## src/rtl/seq_shift_add_multiplier.sv

```systemverilog
// Sequential unsigned shift-and-add multiplier: one multiplier bit per clock through a
// single shared adder, with valid/ready handshakes on operands and product.
module seq_shift_add_multiplier #(
  parameter int M_WIDTH = 3,
  parameter int Q_WIDTH = 2
) (
  input  logic                       clock,
  input  logic                       reset,
  input  logic [M_WIDTH-1:0]         m,
  input  logic [Q_WIDTH-1:0]         q,
  input  logic                       in_valid,
  output logic                       in_ready,
  input  logic                       abort,
  output logic [M_WIDTH+Q_WIDTH-1:0] product,
  output logic                       out_valid,
  input  logic                       out_ready,
  output logic                       busy
);

  // state | meaning
  // IDLE  | waiting for operands, in_ready high
  // CALC  | one shift-add step per edge, Q_WIDTH edges total
  // DONE  | product presented until out_ready

  localparam int AW = M_WIDTH + Q_WIDTH;
  localparam int CW = $clog2(Q_WIDTH + 1);

  typedef enum logic [1:0] {IDLE, CALC, DONE} state_t;

  state_t state, nextState;

  logic [M_WIDTH-1:0] mReg;
  logic [Q_WIDTH-1:0] qReg;
  logic [AW-1:0]      acc;
  logic [CW-1:0]      count;
  logic [M_WIDTH-1:0] addend;
  logic [M_WIDTH:0]   sum;
  logic [AW:0]        shifted;
  logic [AW-1:0]      accNext;
  logic               lastStep;

  // Carry-out of the upper-half add becomes the new MSB after the right shift.
  always_comb begin
    addend   = qReg[0] ? mReg : '0;
    sum      = {1'b0, acc[AW-1:Q_WIDTH]} + {1'b0, addend};
    shifted  = {sum, acc[Q_WIDTH-1:0]};
    accNext  = shifted[AW:1];
    lastStep = (count == CW'(Q_WIDTH - 1));
  end

  always_ff @(posedge clock or posedge reset) begin
    if (reset) state <= IDLE;
    else       state <= nextState;
  end

  always_comb begin
    nextState = state;
    case (state)
      IDLE: if (in_valid) nextState = CALC;
      CALC: begin
        if (abort)         nextState = IDLE;
        else if (lastStep) nextState = DONE;
      end
      DONE: if (out_ready) nextState = IDLE;
      default: nextState = IDLE;
    endcase
  end

  always_comb begin
    in_ready  = (state == IDLE);
    busy      = (state == CALC);
    out_valid = (state == DONE);
  end

  always_ff @(posedge clock or posedge reset) begin
    if (reset) begin
      mReg    <= '0;
      qReg    <= '0;
      acc     <= '0;
      count   <= '0;
      product <= '0;
    end else begin
      case (state)
        IDLE: begin
          if (in_valid) begin
            mReg  <= m;
            qReg  <= q;
            acc   <= '0;
            count <= '0;
          end
        end
        CALC: begin
          if (!abort) begin
            acc   <= accNext;
            qReg  <= qReg >> 1;
            count <= count + 1'b1;
            if (lastStep) product <= accNext;
          end
        end
        default: ;
      endcase
    end
  end

endmodule

```

## config.mk

```make
export PLATFORM = sky130hd
export DESIGN_NAME = seq_shift_add_multiplier
export DESIGN_NICKNAME = d
export VERILOG_FILES = /design/src/rtl/seq_shift_add_multiplier.sv
export SDC_FILE = /design/constraint.sdc
export NUM_CORES = 1
export LEC_CHECK = 0
export CAP_MARGIN = 20
export CELL_PAD_IN_SITES_DETAIL_PLACEMENT = 0
export CELL_PAD_IN_SITES_GLOBAL_PLACEMENT = 2
export CORE_MARGIN = 4
export CORE_UTILIZATION = 32
export CTS_BUF_LIST = sky130_fd_sc_hd__clkbuf_16
export DETAILED_ROUTE_END_ITERATION = 8
export GPL_TIMING_DRIVEN = 0
export PLACE_DENSITY = 0.77
export SYNTH_ARGS = -nofsm -noshare
export SYNTH_HDL_FRONTEND = slang
export SYNTH_SLANG_ARGS = --single-unit
```

## constraint.sdc

```tcl
create_clock -name clock -period 2.09 [get_ports clock]
set_input_delay 0.209 -clock clock [delete_from_list [all_inputs] [get_ports clock]]
set_output_delay 0.209 -clock clock [all_outputs]
set_load 0.01 [all_outputs]
```

==> metrics.cfg, run 1 <==
[drt]
drtPass1Iterations=2
drtIter0Drc=1
routed_via_density=4.94
vias=682
antenna_left=0
drc=0
routed_wl_um=1800
routedWlPerCell_um=13.1

[global_routing]
track_usage_pct=9.98
grt_start_max_net_pins=19
grt_pass1_wl_um=3080
antenna_found_initial=0
grt_pass1_vias=653
gr-total-overflow=0

[cts]
cts_hold_buffers=0
clock-sinks=18
clockBufferDepth=2
path_clk_slew_ps=50
clkLatencyLatePin_ps=250
post_cts_buffers=0
cts_tree=yes
h-tree-depth=1
cts-root-buf=clkbuf_16
ctsResizeCount=0
cts_buffers=3

[synth]
yosysSeqAreaShare_pct=46.8
yosys.area_share.simple_pct=13.2
synthTopCellsByArea=dfrtp_1, mux2_2, ha_1
synthCells=87
synth_nets=102
synth_compound_area_share_pct=14.4
synth_xor_area_share_pct=0.909
synth_top_area_share_pct=46.8
synth_async_sr_flop_share_pct=100
syn-mean-instance-area_um2=11.1
synth_mux_area_share_pct=10.1
synth_fa_ha_area_share_pct=7.27
synth_top_cell_by_area=dfrtp_1
syn_area_um2=963
yosysWarnings=0
ys_types=30
ys.flop_type=dfrtp_1
synth_most_common_cell=dfrtp_1
synth_top_family_by_area=compound AO/OA/AOI/OAI gates
synth_edf_count=0
ys_ff_latch=18
yosys-top-cells-count=dfrtp_1, o21ai_0, inv_1, nand2_1, mux2_2

[timing]
drv_slew=0
min_period_ps=1910
fmax_ghz=0.523
holdWs_ps=258
setup_tns_ps=0
finalCritPeriodShare_pct=91.5
worst_pin_slew_ps=701
finalSetupViolCount=0
slew-limit-headroom_pct=53.2
hold_violations=0
rsz0062_at_grt=false
clock_skew_ps=1.72

[placed_design]
dpl.cell_count=134
port_buffers=16
hpwl_um=1390
gp_congestion=0.681

[layout]
syn_to_final_growth_pct=28.8
n_fill_cell=285
stdcell_count=138
diodes=0
drive_gt1_share_pct=18.7
final_nets=123

[setup_path]
end_kind=register
cp_max_fo=4
cp_slowest_stage_delay_ps=510
worstPathRequired_ps=2270
arrival_ps=2090
crit_slowest_cell=or4b_1
crit_chain=and2_1 > ha_1 > inv_1 > fa_1 > or4b_1 > o21ai_1
critPathKind=reg -> reg
start_kind=register
ff2ff_setup_slack_ps=180

[floorplan]
row_count=19
die_w_um=62.9
start_util_pct=34.3
chipHeight_um=62.9
core-area_mm2=0.00281
pin_count=18
die_area_mm2=0.00395

[job]
drv_cap=0

[pwr]
p_per_area_mw_per_mm2=1320
clkPwrFrac_pct=23.4
swShare_pct=31.9
seq_power_share_pct=34.2
p_switching_mw=0.522
combPwrFrac_pct=42.5
fin_total_pwr_mw=1.64
vdd_drop_max_v=0.000462
intPower_mw=1.12
leakage_nw=0.559

[worst_hold_path]
hold_path.class=in -> reg

[outcome]
status=finished, final reports clean

layout by cell type (no fill, tap or decap), types with 3 or more instances in the layout:
cell type / n
clkdlybuf4s50_1: 16
o21ai_0: 8
ha_1: 4
mux2_2: 6
inv_1: 7
and2_1: 3
a22o_1: 3
nor2_1: 3
buf_6: 3
nand2_1: 7
dfrtp_1: 18
clkbuf_16: 3
power by group through the flow:
stage,registers [mW],logic (mW),clock network [mW]
floorplan,0.562,0.466,0
CTS,0.564,0.712,0.396
finish,0.560,0.696,0.383
global placement,0.563,0.698,0
detailed placement,0.569,0.705,0
global route,0.583,0.776,0.404
logic make-up (layout without fill, tap and decap cells):
kind of cell / Yosys count / in the layout
AND/OR/NAND/NOR: 22 / 22
AO/OA/AOI/OAI: 21 / 21
flip-flops: 18 / 18
buffers and inverters: 12 / 32
multiplexers: 8 / 8
adder cells (fa/ha/maj): 5 / 5
XOR/XNOR: 1 / 1
through the flow:
stage / setup WS [ps] / cell area, um^2 / utilization (%)
finish: 177 / 1240 / 44.2
global route: 89.3 / 1240 / 44.2
CTS: 162 / 1240 / 44.2
detailed placement: 174 / 1160 / 41.4
global placement: 181 / 1160 / 41.4
floorplan: 304 / 963 / -
metal layers:
metal | vias up | track usage [%] | part of all wire (%)
met3 | 4 | 4.50 | 6.4
li1 | 338 | - | -
met4 | 0 | 4.13 | 1.7
met2 | 16 | 14.1 | 44
met5 | - | 0 | 0
met1 | 324 | 13.1 | 47
sequential cells by signal (all words and copies together), names as in the netlist:
name     count
acc          4
count        2
mReg         3
product      5
qReg         2
state        2
worst max-delay path: cells and delay by family (launching register included):
family / cells / cell delay, ps
buffers and inverters: 1 / 70
flip-flops: 1 / 400
AO/OA/AOI/OAI: 1 / 80
AND/OR/NAND/NOR: 2 / 660
adder cells (fa/ha/maj): 2 / 640
layout make-up:
cell class,instances,area [um^2],area share [%]
Clock inverter,1,3.75,0.302
Buffer,5,43.8,3.53
Timing Repair Buffer,16,160,12.9
Clock buffer,3,75.1,6.05
Tap cell,31,38.8,3.13
Sequential cell,18,450,36.3
Inverter,7,26.3,2.12
Multi-Input combinational cell,57,443,35.7
worst paths after layout:
path	cells after the start	to	startpoint
worst max register to register	6	acc[2]	qReg[0]
worst min register to register	2	product[2]	product[2]
worst max-delay path	6	acc[2]	qReg[0]
min in group asynchronous	2	product[0]	reset
worst min-delay path	3	acc[2]	abort
max in group asynchronous	2	mReg[0]	reset
(Power assumes the default switching activity.)
==> inputs of run 2 (changes only) <==
--- a/config.mk
+++ b/config.mk
@@ -8,7 +8,6 @@
 export CAP_MARGIN = 20
 export CELL_PAD_IN_SITES_DETAIL_PLACEMENT = 0
 export CELL_PAD_IN_SITES_GLOBAL_PLACEMENT = 2
-export CORE_MARGIN = 4
 export CORE_UTILIZATION = 32
 export CTS_BUF_LIST = sky130_fd_sc_hd__clkbuf_16
 export DETAILED_ROUTE_END_ITERATION = 8
@@ -17,3 +16,4 @@
 export SYNTH_ARGS = -nofsm -noshare
 export SYNTH_HDL_FRONTEND = slang
 export SYNTH_SLANG_ARGS = --single-unit
+export TNS_END_PERCENT = 1
==> metrics.cfg, run 2 (synthesis results as in run 1) <==
[cts]
cts_buffers=3
ctsResizeCount=0
cts_hold_buffers=0
cts-root-buf=clkbuf_16
h-tree-depth=1
path_clk_slew_ps=50
cts_tree=yes
clkLatencyLatePin_ps=250
clockBufferDepth=2
clock-sinks=18
post_cts_buffers=0

[pwr]
swShare_pct=32.0
intPower_mw=1.12
clkPwrFrac_pct=23.1
vdd_drop_max_v=0.000447
p_switching_mw=0.526
combPwrFrac_pct=42.6
seq_power_share_pct=34.3
p_per_area_mw_per_mm2=1320
leakage_nw=0.559

[layout]
syn_to_final_growth_pct=28.8
reg_top3=product x5, acc x4, mReg x3
drive_gt1_share_pct=18.7
diodes=0
seqCellArea_um2=450
mostFrequentLayoutCell=dfrtp_1
stdcell_count=138
final_cell_mix=dfrtp_1, clkdlybuf4s50_1, o21ai_0, nand2_1, inv_1
n_fill_cell=281
regMostFlops=product
largest_reg_flops=5
fin_util_pct=44.2
final_nets=123
multiInputGateArea_um2=443

[drt]
drtPass1Iterations=6
routed_via_density=5.04
routedWlPerCell_um=13.1
routed_wl_um=1800
antenna_left=0
drc=2
drtIter0Drc=4
vias=695

[floorplan]
chipHeight_um=56.9
start_util_pct=34.3
core-area_mm2=0.00281
row_count=19
die_w_um=56.9
die_area_mm2=0.00323
pin_count=18

[timing]
hold_violations=0
finalCritPeriodShare_pct=91.4
fmax_ghz=0.524
min_period_ps=1910
rsz0062_at_grt=false
worst_pin_slew_ps=674
slew-limit-headroom_pct=55.0
finalSetupViolCount=0
setup_tns_ps=0
clock_skew_ps=1.15
final.setup.worst_slack_ps=180
drv_slew=0

[placed_design]
hpwl_um=1410
dpl.cell_count=134
pre_cts_ws_ps=196
gp_congestion=0.727
port_buffers=16

[global_routing]
grt_pass1_wl_um=3270
grt_start_max_net_pins=19
antenna_found_initial=0
track_usage_pct=13.2
grt_pass1_vias=698
gr-total-overflow=0

[worst_hold_path]
hold_path.class=in -> reg

[outcome]
violations=DRC
status=finished with violations

[setup_path]
crit_family=simple AND/OR/NAND/NOR gates
crit_slowest_cell=or4b_1
cp_max_fo=4
path_buf_inv=1
start_kind=register
critPathKind=reg -> reg
arrival_ps=2080
cp_slowest_stage_delay_ps=510
worstPathRequired_ps=2270
crit_chain=and2_1 > ha_1 > inv_1 > fa_1 > or4b_1 > o21ai_1
end_kind=register

[job]
drv_cap=0

==> run 2: cell counts in the layout (fill, tap and decap cells not counted) <==
No cell type changed its count.
==> run 2: final timing paths <==
kind,from,endpoint,slack (ps),cells past startpoint
min in group asynchronous,reset,count[0],370,2
min,abort,acc[2],270,3
max in group asynchronous,reset,qReg[0],1300,2
max,qReg[0],acc[2],180,6
max reg2reg,qReg[0],acc[2],180,6
min reg2reg,product[3],product[3],470,2
==> run 2: worst reg2reg max path: cells and delay by family (launching register included) <==
family / cells / cell delay, ps
adders and majority gates: 2 / 630
and+or+nand+nor: 2 / 660
AOI/OAI and AO/OA: 1 / 80
buffers and inverters: 1 / 70
DFF: 1 / 400
==> run 2: routing by layer <==
layer | GRT usage (%) | vias up | wire length (um)
li1 | - | 341 | -
met5 | 0 | - | 0
met3 | 2.30 | 5 | 78
met4 | 5.23 | 0 | 29
met2 | 20.9 | 19 | 837
met1 | 17.9 | 330 | 858
==> run 2: layout make-up <==
cell class | count | area share [%]
Tap cell | 31 | 3.13
Clock buffer | 3 | 6.05
Inverter | 7 | 2.12
Sequential cell | 18 | 36.3
Buffer | 5 | 3.53
Clock inverter | 1 | 0.302
Timing Repair Buffer | 16 | 12.9
Multi-Input combinational cell | 57 | 35.7
==> run 2: power groups by stage <==
stage | Sequential (mW) | Combinational [mW] | Clock, mW
after floorplan | 0.562 | 0.466 | 0
after global placement | 0.563 | 0.697 | 0
after detailed placement | 0.569 | 0.712 | 0
after CTS | 0.565 | 0.714 | 0.384
after global routing | 0.583 | 0.782 | 0.410
final | 0.564 | 0.699 | 0.379
==> run 2: per-stage QoR <==
step	area, um^2	hold slack (ps)	power, mW
finish	1240	275	1.64
CTS	1240	276	1.66
global placement	1160	462	1.26
global route	1240	305	1.77
detailed placement	1160	469	1.28
floorplan	963	148	1.03
